**config.mk**
```make
export PLATFORM = sky130hd
export DESIGN_NAME = beta_recursion_unit
export DESIGN_NICKNAME = d
export VERILOG_FILES = /design/src/rtl/turbo_pkg.sv /design/src/rtl/beta_acs.sv /design/src/rtl/beta_recursion_unit.sv
export SDC_FILE = /design/constraint.sdc
export NUM_CORES = 2
export LEC_CHECK = 0
export CAP_MARGIN = 15
export CORE_ASPECT_RATIO = 1.5
export CORE_MARGIN = 2
export CORE_UTILIZATION = 60
export CTS_BUF_LIST = sky130_fd_sc_hd__clkbuf_8
export CTS_CLUSTER_SIZE = 12
export DETAILED_ROUTE_END_ITERATION = 6
export PLACE_DENSITY = 0.87
export SYNTH_ARGS = -nofsm -noshare
export SYNTH_HDL_FRONTEND = slang
export SYNTH_SLANG_ARGS = --single-unit
```
**constraint.sdc**
```tcl
create_clock -name clk -period 16.68 [get_ports clk]
set_input_delay 4.17 -clock clk [delete_from_list [all_inputs] [get_ports clk]]
set_output_delay 4.17 -clock clk [all_outputs]
set_load 0.03 [all_outputs]
```
**src/rtl/turbo_pkg.sv**
```systemverilog
// Shared definitions for the turbo decoder backward recursion: trellis tables,
// init-mode encodings and metric helpers.
package turbo_pkg;

    localparam int NUM_STATES = 8;

    typedef enum logic [1:0] {
        INIT_TERM = 2'd0,
        INIT_EQUI = 2'd1,
        INIT_LOAD = 2'd2,
        INIT_RSVD = 2'd3
    } init_mode_e;

    typedef enum logic [1:0] {
        ST_IDLE = 2'd0,
        ST_RUN  = 2'd1,
        ST_DONE = 2'd2
    } fsm_e;

    // Branch index: 0 = m00, 1 = m01, 2 = m10, 3 = m11 (x, z bit pair).
    localparam int PRED_A [NUM_STATES] = '{0, 4, 5, 1, 2, 6, 7, 3};
    localparam int PRED_B [NUM_STATES] = '{4, 0, 1, 5, 6, 2, 3, 7};
    localparam int BR_A   [NUM_STATES] = '{0, 0, 1, 1, 1, 1, 0, 0};
    localparam int BR_B   [NUM_STATES] = '{3, 3, 2, 2, 2, 2, 3, 3};

    // Metric used for states known to be unreachable at a terminated block end.
    function automatic logic signed [63:0] neg_init(input int w);
        return -(64'sd1 <<< (w - 2));
    endfunction

    // Clip to the symmetric w-bit range so the most-negative code never appears.
    function automatic logic signed [63:0] sat_sym(input logic signed [63:0] v, input int w);
        logic signed [63:0] lim;
        lim = (64'sd1 <<< (w - 1)) - 64'sd1;
        if (v > lim)
            return lim;
        if (v < -lim)
            return -lim;
        return v;
    endfunction

endpackage

```
**src/rtl/beta_acs.sv**
```systemverilog
// One add-compare-select cell: two candidate path metrics, keeps the larger.
// Ties resolve to path A.
module beta_acs #(
    parameter int W = 16
) (
    input  logic signed [W-1:0] a_beta,
    input  logic signed [W-1:0] a_br,
    input  logic signed [W-1:0] b_beta,
    input  logic signed [W-1:0] b_br,
    output logic signed [W:0]   sel
);
    logic signed [W:0] sum_a;
    logic signed [W:0] sum_b;

    assign sum_a = {a_beta[W-1], a_beta} + {a_br[W-1], a_br};
    assign sum_b = {b_beta[W-1], b_beta} + {b_br[W-1], b_br};
    assign sel   = (sum_b > sum_a) ? sum_b : sum_a;

endmodule

```
**src/rtl/beta_recursion_unit.sv**
```systemverilog
// Backward ACS recursion over a block of trellis steps, one step per accepted input.
// One-cycle latency; stalls input while an unaccepted result is held on beta_out.
module beta_recursion_unit
    import turbo_pkg::*;
#(
    parameter int W     = 16,
    parameter int LEN_W = 13
) (
    input  logic                      clk,
    input  logic                      rst_n,
    input  logic                      start,
    input  logic [1:0]                init_mode,
    input  logic [LEN_W-1:0]          blk_len,
    input  logic [NUM_STATES*W-1:0]   beta_init,
    input  logic                      in_valid,
    output logic                      in_ready,
    input  logic signed [W-1:0]       m00,
    input  logic signed [W-1:0]       m01,
    input  logic signed [W-1:0]       m10,
    input  logic signed [W-1:0]       m11,
    output logic                      out_valid,
    input  logic                      out_ready,
    output logic [NUM_STATES*W-1:0]   beta_out,
    output logic                      out_last,
    output logic                      busy,
    output logic                      done
);
    fsm_e                state;
    logic signed [W-1:0] beta_q  [NUM_STATES];
    logic signed [W-1:0] bm      [4];
    logic signed [W:0]   acs_new [NUM_STATES];
    logic signed [W-1:0] norm    [NUM_STATES];
    logic [LEN_W-1:0]    cnt;
    logic [LEN_W-1:0]    cnt_nxt;
    logic [LEN_W-1:0]    len_q;
    logic                out_valid_q;
    logic                out_last_q;
    logic                fire;

    assign bm[0] = m00;
    assign bm[1] = m01;
    assign bm[2] = m10;
    assign bm[3] = m11;

    for (genvar s = 0; s < NUM_STATES; s++) begin : g_acs
        logic signed [W+1:0] diff;

        beta_acs #(.W(W)) u_acs (
            .a_beta (beta_q[PRED_A[s]]),
            .a_br   (bm[BR_A[s]]),
            .b_beta (beta_q[PRED_B[s]]),
            .b_br   (bm[BR_B[s]]),
            .sel    (acs_new[s])
        );

        // Re-reference to state 0 so metrics stay bounded across long blocks.
        assign diff    = {acs_new[s][W], acs_new[s]} - {acs_new[0][W], acs_new[0]};
        assign norm[s] = W'(sat_sym(64'(diff), W));
    end

    // Once every step has fired, no further input is taken while the last result drains.
    assign in_ready = (state == ST_RUN) && (cnt != len_q) && (!out_valid_q || out_ready);
    assign fire     = in_valid && in_ready;
    assign cnt_nxt  = cnt + LEN_W'(1);

    always_ff @(posedge clk or negedge rst_n) begin
        if (!rst_n) begin
            state       <= ST_IDLE;
            cnt         <= '0;
            len_q       <= '0;
            out_valid_q <= 1'b0;
            out_last_q  <= 1'b0;
            for (int s = 0; s < NUM_STATES; s++)
                beta_q[s] <= '0;
        end else begin
            case (state)
                ST_IDLE: begin
                    if (start) begin
                        len_q       <= blk_len;
                        cnt         <= '0;
                        out_valid_q <= 1'b0;
                        out_last_q  <= 1'b0;
                        for (int s = 0; s < NUM_STATES; s++) begin
                            case (init_mode_e'(init_mode))
                                INIT_TERM: beta_q[s] <= (s == 0) ? '0 : W'(neg_init(W));
                                INIT_LOAD: beta_q[s] <= beta_init[s*W +: W];
                                default:   beta_q[s] <= '0;
                            endcase
                        end
                        state <= (blk_len != '0) ? ST_RUN : ST_DONE;
                    end
                end
                ST_RUN: begin
                    if (fire) begin
                        for (int s = 0; s < NUM_STATES; s++)
                            beta_q[s] <= norm[s];
                        cnt         <= cnt_nxt;
                        out_valid_q <= 1'b1;
                        out_last_q  <= (cnt_nxt == len_q);
                    end else if (out_ready) begin
                        out_valid_q <= 1'b0;
                        out_last_q  <= 1'b0;
                    end
                    if (out_valid_q && out_ready && out_last_q)
                        state <= ST_DONE;
                end
                ST_DONE: state <= ST_IDLE;
                default: state <= ST_IDLE;
            endcase
        end
    end

    always_comb begin
        beta_out = '0;
        for (int s = 0; s < NUM_STATES; s++)
            beta_out[s*W +: W] = beta_q[s];
    end

    assign out_valid = out_valid_q;
    assign out_last  = out_last_q;
    assign busy      = (state == ST_RUN);
    assign done      = (state == ST_DONE);

endmodule

```
* Word-level counts from Yosys, hierarchy flattened
Index checks and enable logic that the tools add are counted.
Storage, ports and cells: register bits after elaboration 158, input bits 212, output and inout port bits 133, word-level logic and storage cells 174
Cells by class: add/subtract/negate cells 25, order comparisons 24, equal/unequal tests 9, mux-type cells 88, reduce and logical (&&, ||, !) cells 15
Operator list (number):
- $mux W16 | 33
- $add A16 B16 Y17 | 16
- $mux W128 | 2
- $pmux W128 S2 | 1
- $pmux W16 S2 | 7
- $gt A18 B16 Y1 const B | 8
- $lt A18 B16 Y1 const B | 8
- $sub A17 B17 Y18 | 8
- $gt A17 B17 Y1 | 8
- $mux W17 | 8
- $mux W1 | 28
- $mux W13 | 2
- $pmux W13 S2 | 1
- $add A13 B1 Y13 const B | 1
- $eq A13 B13 Y1 | 1
- $ne A13 B13 Y1 | 1
- $reduce_bool A13 Y1 | 1
- $mux W2 | 3
- $reduce_and A3 Y1 | 2
- $logic_and A1 B1 Y1 | 5
- $eq A2 B2 Y1 const B | 2
- $logic_not A2 Y1 | 2
- $ne A2 B1 Y1 const B | 2
- $pmux W1 S2 | 2
- other kinds (8) | 9

* Longest topological paths before layout
depth after elaboration 11, depth in mapped cells 44, mapped depth without buffers 43

* By module
Synthesis repeated with hierarchy kept, for this count alone.
Unflattened totals: cells, all modules 4248, area total of the unflattened synthesis 32172.1 um^2
By module, submodules not included:
- beta_recursion_unit | instances 1, cells each 1942, area an instance 15193.3 um^2, seq. area each 3953.8 um^2
- beta_acs at g_acs[1].u_acs ... | instances 5, cells each 278, area an instance 2064.5 um^2, seq. area each 0.0 um^2
- beta_acs at g_acs[4].u_acs | instances 1, cells each 319, area an instance 2270.9 um^2, seq. area each 0.0 um^2
- beta_acs at g_acs[3].u_acs | instances 1, cells each 313, area an instance 2268.4 um^2, seq. area each 0.0 um^2
- beta_acs at g_acs[0].u_acs | instances 1, cells each 284, area an instance 2117.0 um^2, seq. area each 0.0 um^2

* Worst setup path after synthesis
No wires, ideal clock.
kind input to register, start point input m00[0], end point register beta_q, in the netlist beta_out[65], setup time 139 ps, data arrival time 11590 ps, data required time 16541 ps, path slack 4951 ps, stages 35, path buffers 2, cell sequence ha_1 > inv_1 > fa_1 > nand2b_1 > a21oi_1 > o2111ai_1 > a311oi_2 > a21o_1 > a21o_1 > nand2_1 > a31oi_1 > ha_1 > nand2_1 > nor2_1 > a21boi_0 > o221ai_1 > a2111oi_1 > o31a_2 > clkbuf_1 > nor2_1 > o21ai_0 > ha_1 > inv_1 > ha_1 > a21o_1 > a21o_1 > a41oi_2 > o22ai_1 > xor2_1 > or4_1 > or4_1 > nor4_1 > o21ba_1 > buf_4 > o221ai_1
Between the ends: longest elaborated chain between the ends 11, elaborated cells between the ends (all ways) 14, those cells by class 2 x add/sub; 3 x order compare; 9 x mux
RTL lines:
- start, declared | RTL line beta_recursion_unit.sv:17 | input logic signed [W-1:0] m00,
- $add A16 B16 Y17 * | RTL line beta_acs.sv:15 | assign sum_a = {a_beta[W-1], a_beta} + {a_br[W-1], a_br};
- $gt A17 B17 Y1 | RTL line beta_acs.sv:17 | assign sel = (sum_b > sum_a) ? sum_b : sum_a;
- $mux W17 * | RTL line beta_acs.sv:17
- $sub A17 B17 Y18 * | RTL line beta_recursion_unit.sv:57 | assign diff = {acs_new[s][W], acs_new[s]} - {acs_new[0][W], acs_new[0]};
- $lt A18 B16 Y1 | RTL line turbo_pkg.sv:37 | if (v < -lim)
- $mux W1 (2 in series) | RTL line turbo_pkg.sv:37
- $mux W16 | RTL line turbo_pkg.sv:39 | return v;
- $mux W16 * | RTL line turbo_pkg.sv:37
- $mux W128 * | RTL line beta_recursion_unit.sv:94 | if (fire) begin
- $pmux W128 S2 * | RTL line beta_recursion_unit.sv:76 | case (state)
- end signal, assigned by index | RTL line beta_recursion_unit.sv:85 | INIT_TERM: beta_q[s] <= (s == 0) ? '0 : W'(neg_init(W));
- end signal, assigned by index | RTL line beta_recursion_unit.sv:86 | INIT_LOAD: beta_q[s] <= beta_init[s*W +: W];
- end signal, assigned by index | RTL line beta_recursion_unit.sv:96 | beta_q[s] <= norm[s];
- end, declared | RTL line beta_recursion_unit.sv:29 | logic signed [W-1:0] beta_q [NUM_STATES];
Mark *: on every way between the ends. The rest lies on a longest branch, timed or not. The select of a mux whose other input is x is not followed. A chain may end at the register's enable or synchronous reset.

* Worst setup path in the final report
start point input m00[1], end point register beta_q, in the netlist beta_out[121]
Between the ends: longest elaborated chain between the ends 11, elaborated cells between the ends (all ways) 17, those cells by class 3 x add/sub; 4 x order compare; 10 x mux
RTL lines (RTL line):
- $add A16 B16 Y17 | beta_acs.sv:15
- $gt A17 B17 Y1 | beta_acs.sv:17
- $mux W17 | beta_acs.sv:17
- $sub A17 B17 Y18 * | beta_recursion_unit.sv:57
- $lt A18 B16 Y1 | turbo_pkg.sv:37
- $mux W1 (2 in series) | turbo_pkg.sv:37
- $mux W16 | turbo_pkg.sv:39
- $mux W16 * | turbo_pkg.sv:37
- $mux W128 * | beta_recursion_unit.sv:94
- $pmux W128 S2 * | beta_recursion_unit.sv:76
Marks and branches as above.

==> metrics.md <==
| Metric | Value |
|---|---|
| WL final | `129000 µm` |
| Worst rel slew slack | `16.7%` |
| Synth top cells by count | `ha_1, a21oi_1, nand2_1, o21ai_0, nor2_1` |
| CTS Hold Bufs | `0` |
| Leading area contributor after synthesis | `ha_1` |
| Most frequent cell after synthesis | `ha_1` |
| CP arrival | `13.67 ns` |
| Top cell type's share of synthesized area | `20.2%` |
| Place WS | `3.26 ns` |
| Nets | `5004` |
| Synthesis-to-layout area growth | `15.3%` |
| Sequential cell area fraction in the yosys report | `13.1%` |
| Worst setup SP type | `input port` |
| Status | `completed` |
| Clock Skews | `0.0264 ns` |
| Synth area leaders | `ha_1, dfrtp_1, xnor2_1` |
| WL/cell | `25.9 µm` |
| Worst-path maximum fanout | `22` |
| Share of cells above drive strength 1 | `4.25%` |
| Dominant synthesized flop cell | `dfrtp_1` |
| Crit path max-delay family | `compound AO/OA/AOI/OAI gates` |
| First-pass GRT wire length | `191000 µm` |
| Worst slew pin tran | `1.24 ns` |
| Detailed Place HPWL | `102000 µm` |
| Number of synthesized flops with an enable pin | `0` |
| Final hold violation count | `0` |
| Total CTS buffers | `17` |
| Avg Inst Size Synth | `7.58 µm²` |
| Number of synthesis warnings | `0` |
| Setup Buffers After CTS | `0` |
| RePlAce Congestion | `1.12` |
| Htree depth | `4` |
| Largest net degree at the start of global routing | `67` |
| Initial core utilization | `60.9%` |
| Vias in the first global route | `32368` |
| Antenna Nets Post-Route | `0` |
| Setup WS post-layout | `3.46 ns` |
| Final Cycle Share | `79.3%` |
| Total number of vias | `33685` |
| Netlist Area Pre-Place | `30200 µm²` |
| Finish-stage setup viols | `0` |
| I/O pin count | `345` |
| Most used cell, CP | `a21oi_1` |
| Cell chosen for the clock root | `clkbuf_8` |
| Initial antenna violation count | `6` |
| Syn Inst Count | `3992` |
| TNS Setup | `0 ns` |
| Grt ovf | `0` |
| Post-layout util | `70.2%` |
| # rows | `100` |
| Maximum clock path buffer count | `2` |
| Clock Pin Slew Worst Setup and Hold Paths | `0.12 ns` |
| Fmax | `75.6 MHz` |
| Max-cap viol count | `0` |
| Fin crit period | `13.22 ns` |
| Crit. End Element | `flop` |
| Core ar. | `49700 µm²` |
| Clock sink count | `158` |
| DIE WIDTH | `187 µm` |
| DR vias/cell | `6.78` |
| Slowest cell on crit path | `o31a_1` |
| CP Class | `input port to flop` |
| Clk_lat worst skew | `0.56 ns` |
| Max Slew Vio Count | `0` |
| CP Buf/Inv Count | `2` |
| Die span in y | `279 µm` |
| First-pass DRT Iterations | `7` |
| Worst Path Required | `17.12 ns` |
| Post-cts repair resize count | `0` |
| Full die area | `52300 µm²` |
| DRC Markers | `0` |
| Yosys reg bits | `158` |
| Filler Cell Count | `4272` |
| Asr flop ratio synth | `100%` |
| Total track usage | `48.7%` |
| Iter 0 DRT Violations | `3117` |
| Port Buffers | `344` |
| Mapped Nets | `4708` |
| Max incr delay on CP | `0.84 ns` |
| RSZ-0062 raised after global routing | `no` |
| Worst Hold Class | `flop to flop` |
| Distinct cells, synth | `111` |
| CTS tree | `done` |
[registers in the layout, indices dropped and copies added (netlist names)]
| signal | count |
|---|---|
| out_valid | 1 |
| state | 2 |
| out_last | 1 |
| len_q | 13 |
| beta_out | 128 |
| cnt | 13 |
[cell type report]
type | instances | area (µm²) | area share (%)
antenna | 6 | 15.0 | 0.0430
inverter | 261 | 980 | 2.81
timing repair buffer | 388 | 3770 | 10.8
multi-input combinational | 3462 | 24900 | 71.3
clock inverter | 14 | 194 | 0.556
tap | 663 | 830 | 2.38
clock buffer | 18 | 248 | 0.710
sequential | 158 | 3950 | 11.3
[cells by family after synthesis]
| group | Yosys count | share of synthesized area, % |
|---|---|---|
| DFF | 158 | 13.1 |
| xor gates and xnor gates | 324 | 9.41 |
| muxes | 38 | 1.32 |
| adders and majority gates | 515 | 21.6 |
| buffers and inverters | 372 | 4.80 |
| AOI/OAI and AO/OA | 1423 | 30.9 |
| and+or+nand+nor | 1162 | 18.9 |
[stage by stage]
step / hold WS [ns] / area, µm² / cells
after floorplan: 0.465 / 30200 / 3992
after global placement: 0.486 / 34400 / 4930
after detailed placement: 0.492 / 34400 / 4930
after CTS: 0.518 / 34900 / 4962
after global routing: 0.546 / 34900 / 4968
final: 0.518 / 34900 / 4970
[worst min-delay path: cells and delay by family (launching register included)]
kind,cells,cell delay (ns)
flip-flops,1,0.38
AND/OR/NAND/NOR,2,0.11
[final timing paths]
kind                                              start                        end  slack (ns)  cells after the start
max in group asynchronous                         rst_n   beta_out[51]$_DFFE_PN0P_       11.09                      3
min in group asynchronous                         rst_n   beta_out[11]$_DFFE_PN0P_        3.50                      1
worst max-delay path                             m00[1]  beta_out[121]$_DFFE_PN0P_        3.46                     34
worst min-delay path              len_q[10]$_DFFE_PN0P_      len_q[10]$_DFFE_PN0P_        0.52                      2
worst max register to register  beta_out[0]$_DFFE_PN0P_  beta_out[121]$_DFFE_PN0P_        7.14                     34
worst min register to register    len_q[10]$_DFFE_PN0P_      len_q[10]$_DFFE_PN0P_        0.52                      2
[cells in the final DEF (no fill, tap or decap), drive strengths merged, types with 23 or more instances in the layout]
master	netlist	routed
a211oi	38	38
a21boi	23	23
a21o	104	104
a21oi	423	423
a31oi	56	56
and2	28	28
and3	45	45
buf	24	44
clkdlybuf4s50	0	343
dfrtp	158	158
ha	488	488
inv	261	269
nand2	319	319
nand2b	73	73
nand3	112	112
nand4	44	44
nor2	288	288
nor2b	75	75
nor3	70	70
o211ai	36	36
o21a	57	57
o21ai	303	303
o21bai	84	84
o31a	24	24
o31ai	44	44
xnor2	248	248
xor2	76	76
[layer usage]
layer	global-route usage (%)	vias up	share of wire, %
met5	0	-	0.010
met4	52.2	2	13
met3	13.6	712	11
met2	75.4	1980	43
met1	51.3	15630	33
li1	-	15361	-
Power is left out: the tool's default activity adds up to more than one toggle a clock period on the data nets, which glitch-free logic cannot reach.
